## src/rtl/multicycle_ctrl.sv

```systemverilog
// Multi-cycle MIPS control FSM: sequences fetch/decode/execute/memory/writeback
// with a mem_ready handshake and a sticky bus-error timeout. Define MULTICYCLE_ADDI_EN to add addi.
module multicycle_ctrl #(
    parameter int unsigned TIMEOUT = 16,
    parameter int unsigned CNT_W   = 5
) (
    input  logic       clk,
    input  logic       rst_n,
    input  logic [5:0] opcode,
    input  logic       mem_ready,
    output logic       pc_write,
    output logic       pc_write_cond,
    output logic       i_or_d,
    output logic       mem_read,
    output logic       mem_write,
    output logic       ir_write,
    output logic       mem_to_reg,
    output logic       reg_dst,
    output logic       reg_write,
    output logic       alu_src_a,
    output logic [1:0] alu_src_b,
    output logic [1:0] alu_op,
    output logic [1:0] pc_source,
    output logic [3:0] state,
    output logic       bus_error
);

    typedef enum logic [3:0] {
        S_FETCH  = 4'd0,
        S_DECODE = 4'd1,
        S_MEMADR = 4'd2,
        S_MEMRD  = 4'd3,
        S_MEMWB  = 4'd4,
        S_MEMWR  = 4'd5,
        S_EXEC   = 4'd6,
        S_ALUWB  = 4'd7,
        S_BRANCH = 4'd8,
        S_JUMP   = 4'd9,
`ifdef MULTICYCLE_ADDI_EN
        S_ADDIEX = 4'd10,
        S_ADDIWB = 4'd11,
`endif
        S_ERROR  = 4'd15
    } state_t;

    typedef struct packed {
        logic       pc_write;
        logic       pc_write_cond;
        logic       i_or_d;
        logic       mem_read;
        logic       mem_write;
        logic       ir_write;
        logic       mem_to_reg;
        logic       reg_dst;
        logic       reg_write;
        logic       alu_src_a;
        logic [1:0] alu_src_b;
        logic [1:0] alu_op;
        logic [1:0] pc_source;
    } ctrl_t;

    localparam logic [5:0] OP_RTYPE = 6'b000000;
    localparam logic [5:0] OP_J     = 6'b000010;
    localparam logic [5:0] OP_BEQ   = 6'b000100;
    localparam logic [5:0] OP_LW    = 6'b100011;
    localparam logic [5:0] OP_SW    = 6'b101011;
`ifdef MULTICYCLE_ADDI_EN
    localparam logic [5:0] OP_ADDI  = 6'b001000;
`endif

    localparam logic [1:0] SRCB_B    = 2'b00;
    localparam logic [1:0] SRCB_FOUR = 2'b01;
    localparam logic [1:0] SRCB_IMM  = 2'b10;
    localparam logic [1:0] SRCB_BOFS = 2'b11;
    localparam logic [1:0] ALU_ADD   = 2'b00;
    localparam logic [1:0] ALU_SUB   = 2'b01;
    localparam logic [1:0] ALU_FUNCT = 2'b10;
    localparam logic [1:0] PCS_ALU   = 2'b00;
    localparam logic [1:0] PCS_OUT   = 2'b01;
    localparam logic [1:0] PCS_JUMP  = 2'b10;

    // CNT_W must satisfy 2**CNT_W > TIMEOUT so the last wait value is representable.
    localparam bit              TIMEOUT_EN = (TIMEOUT != 0);
    localparam logic [CNT_W-1:0] CNT_LAST  = CNT_W'(TIMEOUT_EN ? TIMEOUT - 1 : 0);

    state_t           state_q, state_d;
    logic [CNT_W-1:0] cnt_q, cnt_d;
    logic             bus_error_q;
    logic             waiting;
    logic             timeout_hit;
    ctrl_t            ctrl;

    assign waiting = ((state_q == S_FETCH) || (state_q == S_MEMRD) || (state_q == S_MEMWR))
                     && !mem_ready;
    assign timeout_hit = TIMEOUT_EN && waiting && (cnt_q == CNT_LAST);

    // NOTE: every signal written here gets a default first, so no path can leave
    // it unassigned and infer a latch.
    always_comb begin
        state_d = state_q;
        ctrl    = '0;

        unique case (state_q)
            S_FETCH: begin
                ctrl.mem_read  = 1'b1;
                ctrl.alu_src_b = SRCB_FOUR;
                ctrl.alu_op    = ALU_ADD;
                ctrl.pc_source = PCS_ALU;
                ctrl.ir_write  = mem_ready;
                ctrl.pc_write  = mem_ready;
                if (mem_ready) state_d = S_DECODE;
            end
            S_DECODE: begin
                ctrl.alu_src_b = SRCB_BOFS;
                ctrl.alu_op    = ALU_ADD;
                case (opcode)
                    OP_LW, OP_SW: state_d = S_MEMADR;
                    OP_RTYPE:     state_d = S_EXEC;
                    OP_BEQ:       state_d = S_BRANCH;
                    OP_J:         state_d = S_JUMP;
`ifdef MULTICYCLE_ADDI_EN
                    OP_ADDI:      state_d = S_ADDIEX;
`endif
                    default:      state_d = S_FETCH;
                endcase
            end
            S_MEMADR: begin
                ctrl.alu_src_a = 1'b1;
                ctrl.alu_src_b = SRCB_IMM;
                ctrl.alu_op    = ALU_ADD;
                if (opcode == OP_LW)      state_d = S_MEMRD;
                else if (opcode == OP_SW) state_d = S_MEMWR;
                else                      state_d = S_FETCH;
            end
            S_MEMRD: begin
                ctrl.mem_read = 1'b1;
                ctrl.i_or_d   = 1'b1;
                if (mem_ready) state_d = S_MEMWB;
            end
            S_MEMWB: begin
                ctrl.reg_write  = 1'b1;
                ctrl.mem_to_reg = 1'b1;
                state_d         = S_FETCH;
            end
            S_MEMWR: begin
                ctrl.mem_write = 1'b1;
                ctrl.i_or_d    = 1'b1;
                if (mem_ready) state_d = S_FETCH;
            end
            S_EXEC: begin
                ctrl.alu_src_a = 1'b1;
                ctrl.alu_src_b = SRCB_B;
                ctrl.alu_op    = ALU_FUNCT;
                state_d        = S_ALUWB;
            end
            S_ALUWB: begin
                ctrl.reg_write = 1'b1;
                ctrl.reg_dst   = 1'b1;
                state_d        = S_FETCH;
            end
            S_BRANCH: begin
                ctrl.alu_src_a     = 1'b1;
                ctrl.alu_src_b     = SRCB_B;
                ctrl.alu_op        = ALU_SUB;
                ctrl.pc_write_cond = 1'b1;
                ctrl.pc_source     = PCS_OUT;
                state_d            = S_FETCH;
            end
            S_JUMP: begin
                ctrl.pc_write  = 1'b1;
                ctrl.pc_source = PCS_JUMP;
                state_d        = S_FETCH;
            end
`ifdef MULTICYCLE_ADDI_EN
            S_ADDIEX: begin
                ctrl.alu_src_a = 1'b1;
                ctrl.alu_src_b = SRCB_IMM;
                ctrl.alu_op    = ALU_ADD;
                state_d        = S_ADDIWB;
            end
            S_ADDIWB: begin
                ctrl.reg_write = 1'b1;
                state_d        = S_FETCH;
            end
`endif
            S_ERROR: state_d = S_ERROR;
            default: state_d = S_FETCH;
        endcase

        // A ready memory in the final wait cycle wins over the timeout.
        if (timeout_hit) state_d = S_ERROR;

        // Strobes must be quiet for the whole reset window, not only after the edge.
        if (!rst_n) ctrl = '0;
    end

    assign cnt_d = (waiting && (state_d == state_q)) ? cnt_q + 1'b1 : '0;

    // NOTE: sequential state uses non-blocking assignments so every register
    // samples the pre-edge values regardless of statement order.
    always_ff @(posedge clk or negedge rst_n) begin
        if (!rst_n) begin
            state_q     <= S_FETCH;
            cnt_q       <= '0;
            bus_error_q <= 1'b0;
        end else begin
            state_q <= state_d;
            cnt_q   <= cnt_d;
            if (timeout_hit) bus_error_q <= 1'b1;
        end
    end

    assign pc_write      = ctrl.pc_write;
    assign pc_write_cond = ctrl.pc_write_cond;
    assign i_or_d        = ctrl.i_or_d;
    assign mem_read      = ctrl.mem_read;
    assign mem_write     = ctrl.mem_write;
    assign ir_write      = ctrl.ir_write;
    assign mem_to_reg    = ctrl.mem_to_reg;
    assign reg_dst       = ctrl.reg_dst;
    assign reg_write     = ctrl.reg_write;
    assign alu_src_a     = ctrl.alu_src_a;
    assign alu_src_b     = ctrl.alu_src_b;
    assign alu_op        = ctrl.alu_op;
    assign pc_source     = ctrl.pc_source;
    assign state         = state_q;
    assign bus_error     = bus_error_q;

    a_rd_wr_excl: assert property (@(posedge clk) disable iff (!rst_n)
        !(mem_read && mem_write));
    a_cnt_bound: assert property (@(posedge clk) disable iff (!rst_n)
        !TIMEOUT_EN || (32'(cnt_q) < TIMEOUT));

endmodule
```

## config.mk

```make
export PLATFORM = sky130hd
export DESIGN_NAME = multicycle_ctrl
export DESIGN_NICKNAME = d
export VERILOG_FILES = /design/src/rtl/multicycle_ctrl.sv
export SDC_FILE = /design/constraint.sdc
export NUM_CORES = 1
export LEC_CHECK = 0
export ABC_AREA = 1
export CAP_MARGIN = 20
export CORE_MARGIN = 2
export CORE_UTILIZATION = 46
export DETAILED_ROUTE_END_ITERATION = 10
export GPL_TIMING_DRIVEN = 0
export PLACE_DENSITY = 0.83
export REMOVE_ABC_BUFFERS = 1
export SLEW_MARGIN = 20
export SYNTH_ARGS = -nofsm -noshare
export SYNTH_HDL_FRONTEND = slang
export SYNTH_SLANG_ARGS = --single-unit
```

## constraint.sdc

```tcl
create_clock -name clk -period 2.1 [get_ports clk]
set_input_delay 0.42 -clock clk [delete_from_list [all_inputs] [get_ports clk]]
set_output_delay 0.42 -clock clk [all_outputs]
set_load 0.005 [all_outputs]
```

==> flow_summary.yaml, run 1 <==
global_routing:
  antenna_found_initial: 0
  grt_overflow: 0
  grt_pass1_vias: 829
  grt_max_degree: 11
  grt_pass1_wl_um: 3710
  grt_usage: 0.252
worst_setup_path:
  worst_path_dominant_cell_family: "buffers and inverters"
  reg2reg_depth: 8
  cp.arrival_ns: 1.73
  critical_path.cell_chain: "nand2_2, inv_2, o21ai_1, nor2_1, clkdlybuf4s50_1"
  cp_num_buf_inv: 2
  endpoint_kind: "output port"
  crit_fanout: 5
  ff2ff_setup_slack_ns: 0.54
  cp.depth: 5
  r2r_start: "cnt_q[0]"
  slowest_stage: "dfrtp_2"
  worstPathRequired_ns: 1.68
  endpoint: "mem_read"
  max_stage_delay_ns: 0.47
  critPathLaunchType: "register"
  r2r-end: "cnt_q[3]"
  crit_type: "register to output port"
  cp-startpoint: "state[1]"
clock_tree:
  clk_latency_ns: 0.27
  clockRootBuffer: "clkbuf_4"
  path_clk_slew_ns: 0.06
  clock-sinks: 10
  tritoncts: "yes"
  htreeDepth: 1
  cts.path.max_buffers: 2
  cts_buffers: 3
detailed_routing:
  wl_um: 2560
  viasPerCell: 5.58
  via_count: 949
  drt_pre_antenna_iters: 4
  ant_nets: 0
  wl_per_cell_um: 15.1
  drc: 0
  drt-initial-drc-count: 27
cells_and_area:
  syn2layout_area_growth_pct: 62.5
  antennaDiodeCount: 0
  nets: 166
  drive_above_1_share: 0.364
  stdcell_count: 170
synthesis:
  syn-instance-count: 109
  yosysUniqueCellTypes: 24
  synth_area_per_cell_um2: 7.20
  ys_seq_area_frac: 0.319
  syn_area_um2: 785
  synth-seq-cells: 10
  yosysWarnings: 0
sta:
  fin_crit_ns: 2.15
  hold_viol_final: 0
  worst_slack_ns: -0.0497
  relSlewSlack: 0.688
  rsz0062_at_grt: "true"
  fmax_mhz: 465
  worst_slew_pin_slew_ns: 0.466
  setup_viol: 1
  tns_ns: -0.0497
  finClkSkew_ns: 0.0131
  fin_crit_sh: 1.02
  slew_viol_final: 0
  hold_ws_ns: 0.465
die:
  die_h_um: 45.3
  core_um2: 1560
  io_pins: 30
  die_w_um: 45.3
  die-area_um2: 2050
  num_rows: 14
  initial_core_util: 0.503
placed_design:
  place_congestion: 0.867
  placed_cells: 152
  hpwl_um: 1510
  port_buffers: 29
run:
  cap_violations: 0
power:
  peakVddDrop_uv: 395
  power.density_nw_per_um2: 410
  leakage_uw: 0.000725
  power_uw: 522
hold_path:
  min_path_cells: 1
  hp-class: "register to register"
outcome:
  violations: "negative setup slack"
  outcome: "finished with violations"
==> cells in the mapped netlist, drive strengths merged <==
cell,number,share of area
nor2,28,0.17
nand2,18,0.12
inv,17,0.081
nand3,14,0.13
dfrtp,10,0.32
a21oi,5,0.032
nor3,4,0.026
o21ai,3,0.024
ha,2,0.032
o211ai,2,0.019
a31oi,1,0.0080
and3,1,0.0080
buf,1,0.0096
clkbuf,1,0.0048
xnor2,1,0.011
xor2,1,0.011
==> through the flow <==
step	setup slack [ns]	utilization	cell area, µm²
CTS	0.00842	0.774	1210
global placement	-0.579	0.695	1080
floorplan	0.669	-	773
detailed placement	-0.604	0.695	1080
global route	-0.113	0.818	1270
finish	-0.0497	0.818	1270
==> layer usage <==
metal  up-vias  GRT usage  part of all wire
li1        435          -                 -
met1       447      0.290              0.37
met2        59      0.449              0.53
met3         8     0.0600             0.079
met4         0     0.0941             0.023
met5         -          0                 0
==> layout by cell type, fill, tap and decap left out, drive strengths merged <==
cell / instances
buf: 13
a21oi: 5
dlymetal6s2s: 7
clkinvlp: 2
xnor2: 1
nor2: 28
o211ai: 2
and3: 1
dfrtp: 10
nand3: 14
ha: 2
clkdlybuf4s50: 15
xor2: 1
clkbuf: 5
nand2: 18
dlygate4sd3: 1
dlygate4sd2: 5
o21ai: 3
inv: 16
nor3: 4
a31oi: 1
==> timing repair <==
| action | CTS | global route |
|---|---|---|
| endpoints found under the hold margin | 10 | 0 |
| buffers inserted | 6 | 6 |
| setup endpoints to repair | 16 | 12 |
| hold buffers | 1 | 0 |
| pin swaps | 1 | 3 |
| gates resized for setup | 26 | 12 |
| cloned | 1 | 0 |
==> report_power, final <==
group          internal, µW  leakage, µW  switching [µW]
Combinational          60.1     0.000579            71.6
Sequential              200     0.000125            10.4
Clock                   105    0.0000210            74.3
==> kinds of logic (layout without fill, tap and decap cells) <==
group | count (synthesis) | count (layout) | share of synthesized area
AOI/OAI and AO/OA | 11 | 11 | 0.0829
xor gates and xnor gates | 2 | 2 | 0.0223
adders and majority gates | 2 | 2 | 0.0319
buffers and inverters | 19 | 64 | 0.0957
DFF | 10 | 10 | 0.319
and+or+nand+nor | 65 | 65 | 0.448
==> flip-flops by register name (all words and copies together), names as in the netlist <==
name	flops
bus_error	1
cnt_q	5
state	4
==> final cells by class <==
| class | instances | area [µm²] |
|---|---|---|
| clock buffers | 4 | 36.3 |
| fillers | 102 | 284 |
| inverters | 17 | 67.6 |
| multi-input cells | 80 | 497 |
| flip-flops and latches | 10 | 255 |
| well taps | 16 | 20.0 |
| repair buffers | 42 | 394 |
| repair inverters | 1 | 5.00 |
==> worst min-delay path by stage <==
stage / startpoint / endpoint / slack, ns
after floorplan: rst_n / bus_error / 0.12
after global placement: bus_error / bus_error / 0.45
after detailed placement: cnt_q[0] / cnt_q[0] / 0.46
after CTS: cnt_q[0] / cnt_q[0] / 0.47
after global routing: cnt_q[0] / cnt_q[0] / 0.48
final: cnt_q[0] / cnt_q[0] / 0.47
(Power assumes the default switching activity.)
==> run 2: changes to the inputs <==
ABC_CLOCK_PERIOD_IN_PS = 2100   (was unset)
==> results of run 2 <==
No change in the layout: final DEF, timing and power equal those of run 1.
==> RTL change 1: new RTL, config.mk and constraints of run 2 <==
Make the reset (`rst_n`) synchronous in one clocked block.
--- a/src/rtl/multicycle_ctrl.sv
+++ b/src/rtl/multicycle_ctrl.sv
@@ -198,7 +198,7 @@
 
     // NOTE: sequential state uses non-blocking assignments so every register
     // samples the pre-edge values regardless of statement order.
-    always_ff @(posedge clk or negedge rst_n) begin
+    always_ff @(posedge clk) begin
         if (!rst_n) begin
             state_q     <= S_FETCH;
             cnt_q       <= '0;
Check against the original RTL: differs if rst_n is asserted again (counterexample within 4 cycles, from zero or initial values and one cycle with rst_n low); with rst_n held inactive, the same outputs for 10 cycles.
==> RTL change 1 against run 2 <==
- sequential power is 8% lower
- clock power is 9% lower
- fmax is 7.2% higher
- sequential cell count stayed put
- total power is 16% lower
- cell area is 9.3% lower
- combinational power is 40% lower
- first-iteration DRC count is 52% lower
- synthesized area is 7.2% lower
- setup slack better by 0.14 ns
- wire length is 26% lower
- critical path type unchanged
- clock skew is 0.0097 ns lower
==> RTL change 1: results (changes against run 2) <==
| Metric | Value |
|---|---|
| Status | `finished clean (was finished, violations left)` |
| Clk buf depth | `2 (unchanged)` |
| Vias in the first global route | `771 (was 829)` |
| Total Routed Length | `1900 um (was 2560 um)` |
| CP arrival | `1.59 ns (was 1.73 ns)` |
| Compound-Gate Fraction of Synth Area | `0.0825 (was 0.0829)` |
| Proportion of layout cells with a drive suffix above 1 | `0.213 (was 0.364)` |
| Sequential fraction of the synthesis area | `0.275 (was 0.319)` |
| Tightest Pin Transition | `0.190 ns (was 0.466 ns)` |
| Placer Congestion | `0.872 (was 0.867)` |
| Post-synth top cells | `nor2_1, inv_1, nand2_1, dfxtp_1, a21oi_1 (was nor2_1, inv_1, nand2_1, nand3_1, dfrtp_1)` |
| Post-route clock skew | `0.00332 ns (was 0.0131 ns)` |
| Synth top area cells | `dfxtp_1, nor2_1, inv_1 (was dfrtp_1, nor2_1, nand3_1)` |
| Adder and majority gate portion of the synthesized area | `0.0344 (was 0.0319)` |
| Largest net degree at the start of global routing | `8 (was 11)` |
| Crit Path Max Fanout | `6 (was 5)` |
| Async S/R FF share, synth | `0 (was 1.00)` |
| Power Density | `378 mW/mm^2 (was 410 mW/mm^2)` |
| Synth unique cells | `21 (was 24)` |
| Nets | `167 (was 166)` |
| Maximum vdd drop | `0.000434 V (was 0.000395 V)` |
| GRT Total Usage | `0.212 (was 0.252)` |
| Main synth FF type | `dfxtp_1 (was dfrtp_1)` |
| Hpwl dp | `1420 um (was 1510 um)` |
| Xor and xnor area share after synthesis | `0.0241 (was 0.0223)` |
| PortBufs | `29 (unchanged)` |
| Psw | `103 uW (was 156 uW)` |
| Vias | `872 (was 949)` |
| DRT iter0 DRCs | `13 (was 27)` |
| Lkg Pwr | `0.000607 uW (was 0.000725 uW)` |
| Clk_lat worst skew | `0.25 ns (was 0.27 ns)` |
| Fillcell total | `116 (was 102)` |
| Pre-antenna DRT Iters | `3 (was 4)` |
| First-pass GRT wire length | `3100 um (was 3710 um)` |
-- RTL change 1: final timing paths --
kind / from / end / slack [ns] / depth (start not counted)
worst min register to register: cnt_q[0] / cnt_q[0] / 0.45 / 1
worst max-delay path: state[1] / alu_op[1] / 0.09 / 5
worst max register to register: cnt_q[0] / cnt_q[2] / 0.67 / 8
worst min-delay path: cnt_q[0] / cnt_q[0] / 0.45 / 1
-- RTL change 1: final cells by class --
class	count	area (sq um)	area share
clock buffers	4	36.3	0.0314
inverters	20	78.8	0.0682
multi-input cells	88	477	0.412
flip-flops and latches	10	213	0.184
well taps	16	20.0	0.0173
repair buffers	33	332	0.287
-- RTL change 1: kinds of logic after synthesis --
group           Yosys count
simple gates             73
buf+inv                  22
compound gates           11
flops                    10
xor+xnor                  2
fa+ha+maj                 2
-- RTL change 1: power by group through the flow --
stage | logic [uW] | clock network (uW) | registers [uW]
after CTS | 80.1 | 172 | 195
after detailed placement | 72.8 | 0 | 200
after floorplan | 33.2 | 0 | 200
final | 78.9 | 164 | 194
after global placement | 71.0 | 0 | 200
after global routing | 88.3 | 179 | 195
-- RTL change 1: per-layer routing --
metal	global-route usage	vias to the layer above	wire length, um
met4	0.109	0	57
met2	0.379	34	953
met3	0.0417	8	152
met5	0	-	0
li1	-	446	-
met1	0.235	384	734
-- RTL change 1: critical path, stage by stage (launching register included) --
cell	delay, ns
dfxtp_4	0.41
inv_1	0.09
nor2_2	0.13
nand2_1	0.11
nor2_1	0.10
clkdlybuf4s50_1	0.50
-- RTL change 1: repair_timing --
item                       4_1_cts  5_1_grt
setup endpoints to repair       16       13
resized for setup               19       12
hold buffers                     0        0
pin swaps                        1        1
hold endpoints to repair         0        0
setup buffers                    3        1
-- RTL change 1: through the flow --
step	power, uW	worst slack (ns)	instances	utilization
floorplan	233	0.735	118	-
global placement	271	-0.265	163	0.690
detailed placement	273	-0.261	163	0.690
CTS	447	0.000560	170	0.755
global route	462	0.0141	171	0.776
finish	437	0.0939	171	0.776
==> RTL change 2: new RTL, config.mk and constraints of run 2 <==
Made on the original files. Add a define of `MULTICYCLE_ADDI_EN`.
--- a/src/rtl/multicycle_ctrl.sv
+++ b/src/rtl/multicycle_ctrl.sv
@@ -1,5 +1,7 @@
 // Multi-cycle MIPS control FSM: sequences fetch/decode/execute/memory/writeback
 // with a mem_ready handshake and a sticky bus-error timeout. Define MULTICYCLE_ADDI_EN to add addi.
+`define MULTICYCLE_ADDI_EN
+
 module multicycle_ctrl #(
     parameter int unsigned TIMEOUT = 16,
     parameter int unsigned CNT_W   = 5
Function: changed (Yosys sat finds a counterexample within 4 cycles, from zero or initial values and one cycle with rst_n low).
==> RTL change 2 against run 2 <==
- wire length decreased by 6.1%
- sequential cell count unchanged
- synthesized area increased by 4.9%
- via count increased by 7.2%
- setup slack improved by 0.13 ns
- total power decreased by 0.29%
- non-clock buffer count unchanged
- utilization decreased by 4.3 points
- cell area increased by 3.8%
- critical path type unchanged
- highest routed layer unchanged
==> RTL change 2: results (changes against run 2) <==
| Metric | Value |
|---|---|
| Status | `finished clean (was finished, violations left)` |
| DRT iter0 DRCs | `41 (was 27)` |
| Xor and xnor area share after synthesis | `0.0213 (was 0.0223)` |
| Remaining DRCs | `0 (unchanged)` |
| Root Buffer | `clkbuf_4 (unchanged)` |
| Pre-antenna DRT Iters | `4 (unchanged)` |
| Lkg Pwr | `0.000718 uW (was 0.000725 uW)` |
| Final antenna diode count | `0 (unchanged)` |
| Post-route clock skew | `0.00328 ns (was 0.0131 ns)` |
| Slowest cell delay on critical path | `0.49 ns (was 0.47 ns)` |
| Vias in the first global route | `911 (was 829)` |
| Switching Fraction | `0.290 (was 0.299)` |
| Async S/R FF share, synth | `1.00 (unchanged)` |
| Clk_lat worst skew | `0.26 ns` |
| Synth top area cells | `dfrtp_1, nor2_1, inv_1 (was dfrtp_1, nor2_1, nand3_1)` |
| Adder and majority gate portion of the synthesized area | `0.0304 (was 0.0319)` |
| GRT Total Usage | `0.248 (was 0.252)` |
| Nets | `180 (was 166)` |
| Reg clk slew, reported paths | `around 0.07 ns` |
| PortBufs | `29 (unchanged)` |
| Relative slew slack | `0.785 (was 0.688)` |
| Placer Congestion | `0.888 (was 0.867)` |
| First-pass GRT wire length | `3840 um (was 3710 um)` |
| Compound-Gate Fraction of Synth Area | `0.0957 (was 0.0829)` |
| Max reg flops | `5 (unchanged)` |
| Sequential fraction of the synthesis area | `0.304 (was 0.319)` |
| Largest net degree at the start of global routing | `8 (was 11)` |
| Top reg by flops | `cnt_q (unchanged)` |
| Maximum vdd drop | `0.000380 V (was 0.000395 V)` |
| Crit Path Max Fanout | `5 (unchanged)` |
| H-tree level count | `1 (unchanged)` |
| Initial antenna violation count | `0 (unchanged)` |
| Clk buf depth | `2 (unchanged)` |
| Mux contribution to synthesized area | `0 (unchanged)` |
| CP arrival | `1.60 ns (was 1.73 ns)` |
| Proportion of layout cells with a drive suffix above 1 | `0.250 (was 0.364)` |
| Cell family with most CP delay | `buffers and inverters (unchanged)` |
| Post-synth top cells | `nor2_1, inv_1, nand2_1, dfrtp_1, nand3_1 (was nor2_1, inv_1, nand2_1, nand3_1, dfrtp_1)` |
| CP max-delay cell | `clkdlybuf4s50_1 (was dfrtp_2)` |
| Synth unique cells | `26 (was 24)` |
| Hpwl dp | `1770 um (was 1510 um)` |
| HP Class | `flip-flop to flip-flop (unchanged)` |
| Vias | `1,017 (was 949)` |
| Fillcell total | `128 (was 102)` |
| DR WL/cell | `12.5 um (was 15.1 um)` |
| Cts bufs inserted | `3 (unchanged)` |
| Syn. warnings | `0 (unchanged)` |
==> RTL change 2: cell count changes in the layout (fill, tap and decap cells not counted), sizes merged, moves of 2 or more <==
cell	delta
nor2	+3
nand4	+2
nand2	+4
dlygate4sd2	+3
inv	+3
nand3	-2
==> RTL change 2: timing repair <==
action                                  4_1_cts  5_1_grt
endpoints found under the setup margin       16        9
setup buffers                                 7        4
endpoints found under the hold margin         6        0
gates resized for setup                      28       11
pin swaps                                     2        1
hold buffers                                  2        0
==> RTL change 2: cells by family (layout without fill, tap and decap cells) <==
| kind of cell | Yosys count | after routing |
|---|---|---|
| compound gates | 14 | 14 |
| xor+xnor | 2 | 2 |
| fa+ha+maj | 2 | 2 |
| buf+inv | 22 | 66 |
| flops | 10 | 10 |
| simple gates | 74 | 74 |
==> RTL change 2: layout make-up <==
cell class                 instances  area share
clock buffer                       4      0.0274
inverter                          20      0.0595
multi-input combinational         92       0.398
sequential                        10       0.193
tap                               25      0.0236
timing repair buffer              42       0.299
==> RTL change 2: worst paths after layout <==
| path | startpoint | to | slack, ns | depth (start not counted) |
|---|---|---|---|---|
| min reg2reg | cnt_q[0] | cnt_q[0] | 0.47 | 1 |
| max reg2reg | state[3] | cnt_q[3] | 0.48 | 10 |
| max | state[0] | mem_write | 0.08 | 5 |
| min in group asynchronous | rst_n | bus_error | 0.60 | 2 |
| min | cnt_q[0] | cnt_q[0] | 0.47 | 1 |
| max in group asynchronous | rst_n | state[0] | 1.25 | 2 |
==> RTL change 2: power by group through the flow <==
stage / clock network (uW) / registers, uW / logic, uW
after floorplan: 0 / 210 / 63.1
after global placement: 0 / 212 / 117
after detailed placement: 0 / 212 / 119
after CTS: 177 / 210 / 130
after global routing: 182 / 212 / 152
final: 174 / 211 / 136
==> RTL change 2: routing by layer <==
layer	vias to the layer above	global-route usage	wire (um)
met5	-	0	0
met4	0	0.0800	47
met3	8	0.0196	202
met2	47	0.439	1260
met1	473	0.314	900
li1	489	-	-
==> RTL change 2: metrics by stage <==
step / setup WS, ns / area (sq um) / instances
floorplan: 0.590 / 812 / 122
global placement: -0.771 / 1130 / 176
detailed placement: -0.798 / 1130 / 176
CTS: -0.0307 / 1260 / 189
global route: -0.0158 / 1320 / 193
finish: 0.0755 / 1320 / 193
